==> src/rtl/ccg_vector_sequencer_pkg.sv <==
// ccg_seq_pkg: shared FSM states and LFSR/MISR constants for the CCG vector sequencer.
package ccg_seq_pkg;
  typedef enum logic [2:0] {IDLE, LOAD, SETTLE, CAPTURE, DONE} state_e;
  localparam logic [20:0] LFSR_TAPS = 21'h140000;
  localparam logic [18:0] MISR_POLY = 19'h40023;
  localparam logic [18:0] MISR_INIT = 19'h7FFFF;
endpackage

==> src/rtl/ccg_vector_sequencer_misr.sv <==
// ccg_misr: response compactor, x^19+x^6+x^2+x+1 MISR with sync init and enable.
module ccg_misr
  import ccg_seq_pkg::*;
#(
  parameter int FW = 19,
  parameter logic [FW-1:0] POLY = FW'(MISR_POLY)
) (
  input  logic          clk,
  input  logic          rst,
  input  logic          init,
  input  logic          en,
  input  logic [FW-1:0] d,
  output logic [FW-1:0] sig
);
  always_ff @(posedge clk or posedge rst)
    if (rst) sig <= FW'(MISR_INIT);
    else if (init) sig <= FW'(MISR_INIT);
    else if (en) sig <= {sig[FW-2:0], ^(sig & POLY)} ^ d;
endmodule

==> src/rtl/ccg_vector_sequencer.sv <==
// ccg_vector_sequencer: drives a CCG netlist with LFSR/stream vectors and compacts responses.
// Define CCG_RESP_LOG_EN to add the resp_valid/resp_data raw response log outputs.
module ccg_vector_sequencer
  import ccg_seq_pkg::*;
#(
  parameter int XW         = 21,
  parameter int FW         = 19,
  parameter int SETTLE_CYC = 2,
  parameter int CNT_W      = 16
) (
  input  logic             clk,
  input  logic             rst,
  input  logic             start,
  input  logic             ext_mode,
  input  logic [CNT_W-1:0] vec_count,
  input  logic [XW-1:0]    seed,
  input  logic [FW-1:0]    exp_sig,
  input  logic             ext_valid,
  input  logic [XW-1:0]    ext_vec,
  output logic             ext_ready,
  output logic [XW-1:0]    dut_x,
  input  logic [FW-1:0]    dut_f,
  output logic             busy,
  output logic             done,
  output logic [FW-1:0]    signature,
`ifdef CCG_RESP_LOG_EN
  output logic             resp_valid,
  output logic [FW-1:0]    resp_data,
`endif
  output logic             pass
);
  localparam logic [3:0] SETTLE_LAST = 4'(SETTLE_CYC - 1);
  state_e state_q, state_d, after_load;
  logic mode_q, load_fire, kick;
  logic [CNT_W-1:0] cnt_q;
  logic [XW-1:0] lfsr_q;
  logic [FW-1:0] exp_q;
  logic [3:0] settle_q;
  assign kick       = state_q == IDLE && start;
  assign load_fire  = !mode_q || ext_valid;
  assign after_load = SETTLE_CYC == 0 ? CAPTURE : SETTLE;
  assign ext_ready  = state_q == LOAD && mode_q;
  assign busy       = state_q != IDLE;
  assign done       = state_q == DONE;
  always_comb begin
    state_d = state_q == IDLE    ? (start ? (vec_count == '0 ? DONE : LOAD) : IDLE)
            : state_q == LOAD    ? (load_fire ? after_load : LOAD)
            : state_q == SETTLE  ? (settle_q == SETTLE_LAST ? CAPTURE : SETTLE)
            : state_q == CAPTURE ? (cnt_q == CNT_W'(1) ? DONE : LOAD)
            : IDLE;
  end
  always_ff @(posedge clk or posedge rst)
    if (rst) begin
      state_q  <= IDLE;
      dut_x    <= '0;
      pass     <= 1'b0;
      mode_q   <= 1'b0;
      cnt_q    <= '0;
      lfsr_q   <= XW'(1);
      exp_q    <= '0;
      settle_q <= '0;
    end else begin
      state_q  <= state_d;
      settle_q <= state_q == SETTLE ? settle_q + 4'd1 : 4'd0;
      if (kick) begin
        mode_q <= ext_mode;
        cnt_q  <= vec_count;
        lfsr_q <= seed == '0 ? XW'(1) : seed;
        exp_q  <= exp_sig;
        pass   <= 1'b0;
      end
      if (state_q == LOAD && load_fire) dut_x <= mode_q ? ext_vec : lfsr_q;
      if (state_q == LOAD && !mode_q) lfsr_q <= {lfsr_q[XW-2:0], ^(lfsr_q & XW'(LFSR_TAPS))};
      if (state_q == CAPTURE) cnt_q <= cnt_q - CNT_W'(1);
      if (state_q == DONE) pass <= signature == exp_q;
    end
`ifdef CCG_RESP_LOG_EN
  always_ff @(posedge clk or posedge rst)
    if (rst) begin
      resp_valid <= 1'b0;
      resp_data  <= '0;
    end else begin
      resp_valid <= state_q == CAPTURE;
      if (state_q == CAPTURE) resp_data <= dut_f;
    end
`endif
  ccg_misr #(.FW(FW)) u_misr (
    .clk (clk),
    .rst (rst),
    .init(kick),
    .en  (state_q == CAPTURE),
    .d   (dut_f),
    .sig (signature)
  );
endmodule

==> config.mk <==
export PLATFORM = sky130hd
export DESIGN_NAME = ccg_vector_sequencer
export DESIGN_NICKNAME = d
export VERILOG_FILES = /design/src/rtl/ccg_vector_sequencer_pkg.sv /design/src/rtl/ccg_vector_sequencer_misr.sv /design/src/rtl/ccg_vector_sequencer.sv
export SDC_FILE = /design/constraint.sdc
export NUM_CORES = 1
export LEC_CHECK = 0
export ABC_AREA = 1
export BUFFER_PORTS_ARGS = -buffer_cell sky130_fd_sc_hd__buf_2
export CAP_MARGIN = 20
export CORE_ASPECT_RATIO = 0.7
export CORE_MARGIN = 2
export CORE_UTILIZATION = 42
export CTS_CLUSTER_SIZE = 28
export DETAILED_ROUTE_END_ITERATION = 12
export PLACE_DENSITY = 0.66
export SLEW_MARGIN = 20
export SYNTH_ARGS = -nofsm -noshare
export SYNTH_HDL_FRONTEND = slang
export SYNTH_HIERARCHICAL = 1
export SYNTH_SLANG_ARGS = --single-unit
==> constraint.sdc <==
create_clock -name clk -period 4.1 [get_ports clk]
set_clock_uncertainty 0.05 [all_clocks]
set_input_delay 1.025 -clock clk [delete_from_list [all_inputs] [get_ports clk]]
set_output_delay 1.025 -clock clk [all_outputs]
set_load 0.005 [all_outputs]
==> results of run 1 <==
[cells in the mapped netlist]
master | count | area share (%)
o22ai_1 | 9 | 0.99
nand2_1 | 242 | 16
buf_6 | 2 | 0.39
xnor2_1 | 9 | 1.4
nand4_1 | 3 | 0.33
buf_12 | 1 | 0.35
nand3_1 | 30 | 2.6
buf_4 | 2 | 0.26
inv_1 | 98 | 6.4
o21ai_1 | 3 | 0.26
a31oi_1 | 22 | 2.4
or2_2 | 1 | 0.11
inv_2 | 2 | 0.13
o22ai_2 | 9 | 2.0
ha_1 | 4 | 0.88
buf_2 | 17 | 1.5
o21a_1 | 1 | 0.13
nand2_2 | 3 | 0.33
xor2_1 | 20 | 3.1
dfstp_2 | 20 | 9.2
nor3_1 | 7 | 0.61
a21oi_2 | 1 | 0.15
nand3_2 | 1 | 0.18
nor2_1 | 98 | 6.4
o221ai_1 | 2 | 0.31
clkbuf_1 | 4 | 0.26
nor2_2 | 1 | 0.11
dfrtp_1 | 85 | 37
a21oi_1 | 7 | 0.61
o211ai_1 | 5 | 0.66
o21ai_0 | 50 | 4.4
nand3b_1 | 2 | 0.26
or2_1 | 1 | 0.11
[power by group]
part	switching (mW)	internal, mW
clock network	0.400	0.479
registers	0.457	1.60
logic	1.31	0.867
[routing by layer]
metal	part of all wire (%)	wire (µm)
met1	52	7516
met2	40	5825
met3	7.3	1061
met4	0.66	95
met5	0	0
[cell type report]
type                       count  area (µm²)  share of cell area [%]
tap                          185       231.5                   3.371
clock inverter                 7       77.57                   1.130
sequential                   105        2653                   38.63
timing repair buffer         150       778.2                   11.33
multi-input combinational    531        2525                   36.77
clock buffer                   9       225.2                   3.280
inverter                     100       376.6                   5.485
[through the flow]
stage	total power, mW	hold slack, ns	worst slack [ns]	std cells	util [%]
after floorplan	3.617	0.4079	0.8048	762	-
after global placement	4.219	0.4379	1.250	1071	49.63
after detailed placement	4.252	0.4343	1.206	1071	49.63
after CTS	5.152	0.4457	1.178	1087	51.92
after global routing	5.630	0.4803	1.038	1087	51.92
final	5.111	0.4391	1.241	1087	51.92
[placed cells by master (no fill, tap or decap), types with 20 or more instances in the layout]
cell type,n
a31oi_1,22
nor2_1,98
nand3_1,30
nand2_1,242
buf_2,144
dfrtp_1,85
dfstp_2,20
inv_1,97
xor2_1,20
o21ai_0,50
[final timing paths]
| kind | endpoint | from | slack (ns) | cells after the start |
|---|---|---|---|---|
| max | ext_ready | mode_q$_DFFE_PP0P_ | 1.24 | 3 |
| min | settle_q[0]$_DFF_PP0_ | settle_q[0]$_DFF_PP0_ | 0.44 | 1 |
| max reg2reg | u_misr/sig[3]$_DFFE_PP1P_ | state_q[2]$_DFF_PP0_ | 1.41 | 8 |
| min reg2reg | settle_q[0]$_DFF_PP0_ | settle_q[0]$_DFF_PP0_ | 0.44 | 1 |
| max in group asynchronous | lfsr_q[0]$_DFFE_PP1P_ | rst | 2.55 | 3 |
| min in group asynchronous | exp_q[17]$_DFFE_PP0P_ | rst | 0.72 | 2 |
[worst reg2reg max path: stages, from the launching register on]
cell	delay [ns]
dfrtp_1	0.42
nor2_2	0.15
nand2_1	0.35
inv_1	0.58
inv_1	0.26
nor2_1	0.18
inv_1	0.33
o22ai_1	0.23
inv_1	0.06
[cells by family (layout without fill, tap and decap cells)]
family	after synthesis	after routing	share of synthesized area, %
adders and majority gates	4	4	0.8765
DFF	105	105	46.45
xor gates and xnor gates	29	29	4.448
and+or+nand+nor	389	389	27.02
AOI/OAI and AO/OA	109	109	11.88
buffers and inverters	126	266	9.334
[sequential cells by signal, summed over array words and instances, names as in the netlist]
signal      cells
u_misr/sig     19
mode_q          1
exp_q          19
pass            1
dut_x          21
cnt_q          16
settle_q        4
state_q         3
lfsr_q         21
==> results.cfg, run 1 <==
[timing]
grt_setup_unrepaired = no
max_slew.worst_pin.slew_ns = 0.8089
setup_tns_ns = 0
max_freq_ghz = 0.3498
relSlewSlack_pct = 46.07
finalCriticalPeriod_ns = 2.859
report.final.slew_viol_count = 0
hold_viol = 0
min_period_over_period_pct = 69.73
finalSetupViolCount = 0

[clocking]
cts_tree = built
cts_resized = 0
path_clk_slew_ns = 0.07
clock-sinks = 105
postCtsSetupBuffers = 0
cts_buffers = 9
hold_buffers = 0
clk_path_buf_depth = 2
cts-root-buf = clkbuf_16
htreeDepth = 3
clock_latency_ns = 0.35

[critical_path]
path_delay_family = flip-flops
slowest_stage = dfrtp_1
critPathArrivalTime_ns = 1.78
max_stage_delay_ns = 0.87
worstPathMaxFanout = 26
worst_setup_path_start_kind = register
end_kind = output port
crit_buf_inv = 2
crit_required_ns = 3.02
critPathKind = reg2out
path_cells = inv_1 > nor2_1 > buf_2

[synthesis]
avgSynthCellArea_um2 = 7.494
synth-seq-cells = 105
ys_seq_area_share_pct = 46.45
yosys_warnings = 6
synth_nets = 867
netlist_instances = 762
netlist_area_um2 = 5710
ys_types = 33

[floorplan]
die_y_um = 101.6
pin_count = 145
rows = 35
start_util_pct = 43.18
die_w_um = 143.4
core-area_um2 = 13230
die_area_um2 = 14560

[global_routing]
grt_first_pass_wirelength_um = 24140
grtUsageMet2_pct = 29.23
grt_util_all_layers_pct = 21.05
grt_pass1_vias = 4804
grt_max_degree = 52
top_usage_layer = met1
grtUsageMet3_pct = 4.870
antenna_found_initial = 0
use_met1_pct = 33.14
grt_overflow = 0

[worst_hold_path]
holdCritPathClass = reg2reg

[drt]
viasPerCell = 4.771
antenna_left = 0
drt_iter0_markers = 305
vias = 5186
routed_wl_um = 14500
drtPass1Iterations = 6
wl_per_cell_um = 13.34
remaining_drc_errors = 0

[final_layout]
drive_above_1_share_pct = 22.62
fin_nets = 1002
fin_area_um2 = 6867
n_fill_cell = 1345
area_growth_pct = 20.25
antenna_cells = 0

[flow_run]
maxCapViolCount = 0

[placement]
port_buffers = 144
place_hpwl_um = 10760
placed_area_um2 = 6564
gp_congestion = 0.8347

[pwr]
power_density_nw_per_um2 = 744.3
ir_drop_uv = 331.5
leakage_nw = 3.502

[status]
status = finished, final reports clean
No activity file was read; power rests on OpenSTA's default activity.
==> run 2, diff against run 1 <==
PLACE_DENSITY = 0.68   (was 0.66)
clock period = 2.49 ns   (was 4.1 ns; I/O delays follow)
==> results.cfg, run 2 (synthesis gave the netlist of run 1 again) <==
[critical_path]
path_cells = nor2_1 > nand2_1 > inv_1 > buf_2
worst_setup_path_start_kind = register
end_kind = output port
crit_buf_inv = 2
path_delay_family = simple AND/OR/NAND/NOR gates
crit_required_ns = 1.82
slowest_stage = dfrtp_1
critPathKind = reg2out
critPathArrivalTime_ns = 1.42
max_stage_delay_ns = 0.41
worstPathMaxFanout = 4

[clocking]
clock-sinks = 105
clock_latency_ns = 0.35
htreeDepth = 3
cts_resized = 0
postCtsSetupBuffers = 0
hold_buffers = 0
cts_tree = built
cts-root-buf = clkbuf_16
cts_buffers = 9
clk_path_buf_depth = 2
path_clk_slew_ns = 0.07

[pwr]
finalPower_mw = 8.415
power_density_nw_per_um2 = 1221
leakage_nw = 3.520
ir_drop_uv = 535.2

[final_layout]
n_fill_cell = 1352
area_growth_pct = 20.73
reg.largest.list = dut_x x21, lfsr_q x21
seqCellArea_um2 = 2653
antenna_cells = 0
fin_util_pct = 52.13
mostFrequentLayoutCell = nand2_1
multi_input_area_um2 = 2525
drive_above_1_share_pct = 23.15
fin_nets = 1007
layout_common_cells = nand2_1, buf_2, nor2_1

[drt]
remaining_drc_errors = 0
antenna_left = 0
viasPerCell = 4.812
drt_iter0_markers = 336
wl_per_cell_um = 13.25
drtPass1Iterations = 5
routed_wl_um = 14470
vias = 5255

[floorplan]
rows = 35
die_w_um = 143.4
die_area_um2 = 14560
die_y_um = 101.6
start_util_pct = 43.18
core-area_um2 = 13230
pin_count = 145

[timing]
finalCriticalPeriod_ns = 2.088
grt_setup_unrepaired = no
min_period_over_period_pct = 83.84
max_slew.worst_pin.slew_ns = 0.8074
relSlewSlack_pct = 46.17
finalSetupViolCount = 0
setup_tns_ns = 0
report.final.slew_viol_count = 0
hold_viol = 0
max_freq_ghz = 0.4790

[placement]
place_hpwl_um = 10790
port_buffers = 144
gp_congestion = 0.8656

[global_routing]
grt_pass1_vias = 4745
antenna_found_initial = 0
grt_util_all_layers_pct = 20.45
grt_overflow = 0
grt_first_pass_wirelength_um = 23460
grt_max_degree = 55

[status]
status = finished, final reports clean

[worst_hold_path]
holdCritPathClass = in2async

[flow_run]
maxCapViolCount = 0
## run 2: layer usage
metal,track usage (%),vias to the layer above,wire length (µm)
met5,0,-,0
met4,3.394,0,105
met3,5.059,12,962
met2,29.52,163,5912
met1,31.45,2408,7490
li1,-,2672,-
## run 2: through the flow
step / cell area (µm²) / std cells / setup slack, ns / hold WS [ns]
floorplan: 5714 / 762 / 0.6763 / 0.4079
global placement: 6604 / 1076 / 0.4694 / 0.4345
detailed placement: 6604 / 1076 / 0.4199 / 0.4375
CTS: 6894 / 1092 / 0.4332 / 0.1768
global route: 6894 / 1092 / 0.2944 / 0.1809
finish: 6894 / 1092 / 0.4025 / 0.1749
## run 2: worst reg2reg max path, delay by kind of cell, from the launching register on
| kind | cells | cell delay [ns] |
|---|---|---|
| and+or+nand+nor | 3 | 1.11 |
| buffers and inverters | 2 | 0.24 |
| DFF | 1 | 0.41 |
| AOI/OAI and AO/OA | 1 | 0.16 |
## run 2: worst paths after layout
kind                                            start                   endpoint  slack [ns]  depth (start not counted)
worst min register to register  settle_q[0]$_DFF_PP0_      settle_q[0]$_DFF_PP0_        0.44                          1
min in group clk                          exp_sig[12]      exp_q[12]$_DFFE_PP0P_        0.42                          3
max in group asynchronous                         rst  u_misr/sig[8]$_DFFE_PP1P_        1.59                          2
worst max register to register   state_q[1]$_DFF_PP0_  u_misr/sig[3]$_DFFE_PP1P_        0.47                          6
worst max-delay path             state_q[1]$_DFF_PP0_                       done        0.40                          4
worst min-delay path                              rst      exp_q[17]$_DFFE_PP0P_        0.17                          2
## run 2: final cells by class
cell class,instances,share of cell area (%)
tap,185,3.358
inverter,100,5.499
timing repair buffer,155,11.83
sequential,105,38.48
clock buffer,10,3.466
clock inverter,6,0.7441
multi-input combinational,531,36.62
## run 2: power by group
part           leakage (nW)  internal (mW)  switching [mW]
clock network         0.145          0.721           0.679
registers              1.23           2.63           0.691
logic                  2.15           1.46            2.23
==> run 3, diff against run 2 <==
PLACE_DENSITY = 0.66   (was 0.68)
clock period = 2.15 ns   (was 2.49 ns; I/O delays follow)
==> results.cfg, run 3 (synthesis gave the netlist of run 1 again) <==
[global_routing]
grtUsageMet3_pct = 4.444
grt_max_degree = 87
grt_pass1_vias = 4692
grt_util_all_layers_pct = 20.33
grtUsageMet2_pct = 29.34
top_usage_layer = met1
grt_first_pass_wirelength_um = 23360
use_met1_pct = 31.82
antenna_found_initial = 0
grt_overflow = 0

[clocking]
clock-sinks = 105
path_clk_slew_ns = 0.07
htreeDepth = 3
cts-root-buf = clkbuf_16
clock_latency_ns = 0.34
postCtsSetupBuffers = 0
cts_buffers = 9
cts_resized = 0
hold_buffers = 0
cts_tree = built
clk_path_buf_depth = 2

[timing]
grt_setup_unrepaired = no
relSlewSlack_pct = 46.58
fin_ws_ns = 0.1957
min_period_over_period_pct = 90.90
setup_tns_ns = 0
max_freq_ghz = 0.5117
report.final.slew_viol_count = 0
hold_viol = 0
max_slew.worst_pin.slew_ns = 0.8013
finalSetupViolCount = 0
finalCriticalPeriod_ns = 1.954

[final_layout]
layout_common_cells = nand2_1, buf_2, nor2_1
drive_above_1_share_pct = 22.99
mostFrequentLayoutCell = nand2_1
area_growth_pct = 22.00
fin_nets = 1009
reg.largest.list = dut_x x21, lfsr_q x21
antenna_cells = 0

[status]
status = finished, final reports clean

[critical_path]
worst_setup_path_start_kind = register
critPathArrivalTime_ns = 1.37
r2r_end = u_misr/sig[17]$_DFFE_PP1P_
path_cells = nor2_2 > nand2_2 > nor2_1 > buf_2
reg2reg_from = state_q[1]$_DFF_PP0_
worstPathMaxFanout = 6
critPathKind = reg2out
end_kind = output port
crit_required_ns = 1.56
slowest_stage = dfrtp_1
max_stage_delay_ns = 0.43
r2r_slack_ns = 0.33
worst_r2r_path_depth = 6

[floorplan]
start_util_pct = 43.18
core-area_um2 = 13230
rows = 35
die_w_um = 143.4
die_y_um = 101.6
die_area_um2 = 14560
pin_count = 145

[flow_run]
maxCapViolCount = 0

[pwr]
finalPower_mw = 10.05
leakage_nw = 3.550
ir_drop_uv = 508.5
power_density_nw_per_um2 = 1442

[drt]
vias = 5176
remaining_drc_errors = 0
drt_iter0_markers = 306
routed_wl_um = 14270
viasPerCell = 4.731
drtPass1Iterations = 5
wl_per_cell_um = 13.04
antenna_left = 0

[placement]
gp_congestion = 0.8803
port_buffers = 144
place_hpwl_um = 10580
dpl_worst_slack_ns = 0.3170

[worst_hold_path]
holdCritPathClass = in2async
-- run 3: cell count changes in the layout (fill, tap and decap cells not counted), sizes merged --
| cell | before | now |
|---|---|---|
| buf | 155 | 157 |
| bufinv | 0 | 3 |
| clkbuf | 10 | 12 |
| clkinv | 4 | 0 |
| inv | 101 | 100 |
-- run 3: critical path, delay by kind of cell, from the launching register on --
kind | cells | cell delay, ns
DFF | 1 | 0.43
and+or+nand+nor | 3 | 0.45
buffers and inverters | 1 | 0.15
-- run 3: power breakdown --
group | internal, mW | switching [mW]
clock | 1.15 | 0.721
sequential | 3.05 | 0.798
combinational | 1.75 | 2.58
-- run 3: cell type report --
cell class              instances  area [µm²]
flip-flops and latches        105        2653
repair buffers                157       843.3
multi-input cells             531        2525
fillers                      1340        6259
clock buffers                  12       236.5
inverters                     100       379.1
clock inverters                 4       98.84
well taps                     185       231.5
-- run 3: how the worst max path moves through the flow --
stage,start,endpoint,slack [ns],cells after the start
floorplan,state_q[2]$_DFF_PP0_,u_misr/sig[16]$_DFFE_PP1P_,0.41,10
global placement,start,u_misr/sig[17]$_DFFE_PP1P_,0.33,6
detailed placement,start,u_misr/sig[18]$_DFFE_PP1P_,0.32,6
CTS,state_q[2]$_DFF_PP0_,ext_ready,0.20,4
global route,state_q[2]$_DFF_PP0_,ext_ready,0.08,4
finish,state_q[2]$_DFF_PP0_,ext_ready,0.20,4
-- run 3: stage by stage --
| stage | hold WS [ns] | utilization (%) | cell area (µm²) | cells |
|---|---|---|---|---|
| floorplan | 0.4079 | - | 5714 | 762 |
| global placement | 0.4345 | 50.14 | 6631 | 1078 |
| detailed placement | 0.4328 | 50.14 | 6631 | 1078 |
| CTS | 0.3021 | 52.68 | 6967 | 1094 |
| global route | 0.3192 | 52.68 | 6967 | 1094 |
| finish | 0.2775 | 52.68 | 6967 | 1094 |
-- run 3: layer usage --
layer,part of all wire [%],up-vias
met3,4.9,7
met2,41,121
li1,-,2687
met5,0,-
met4,0.41,0
met1,54,2361
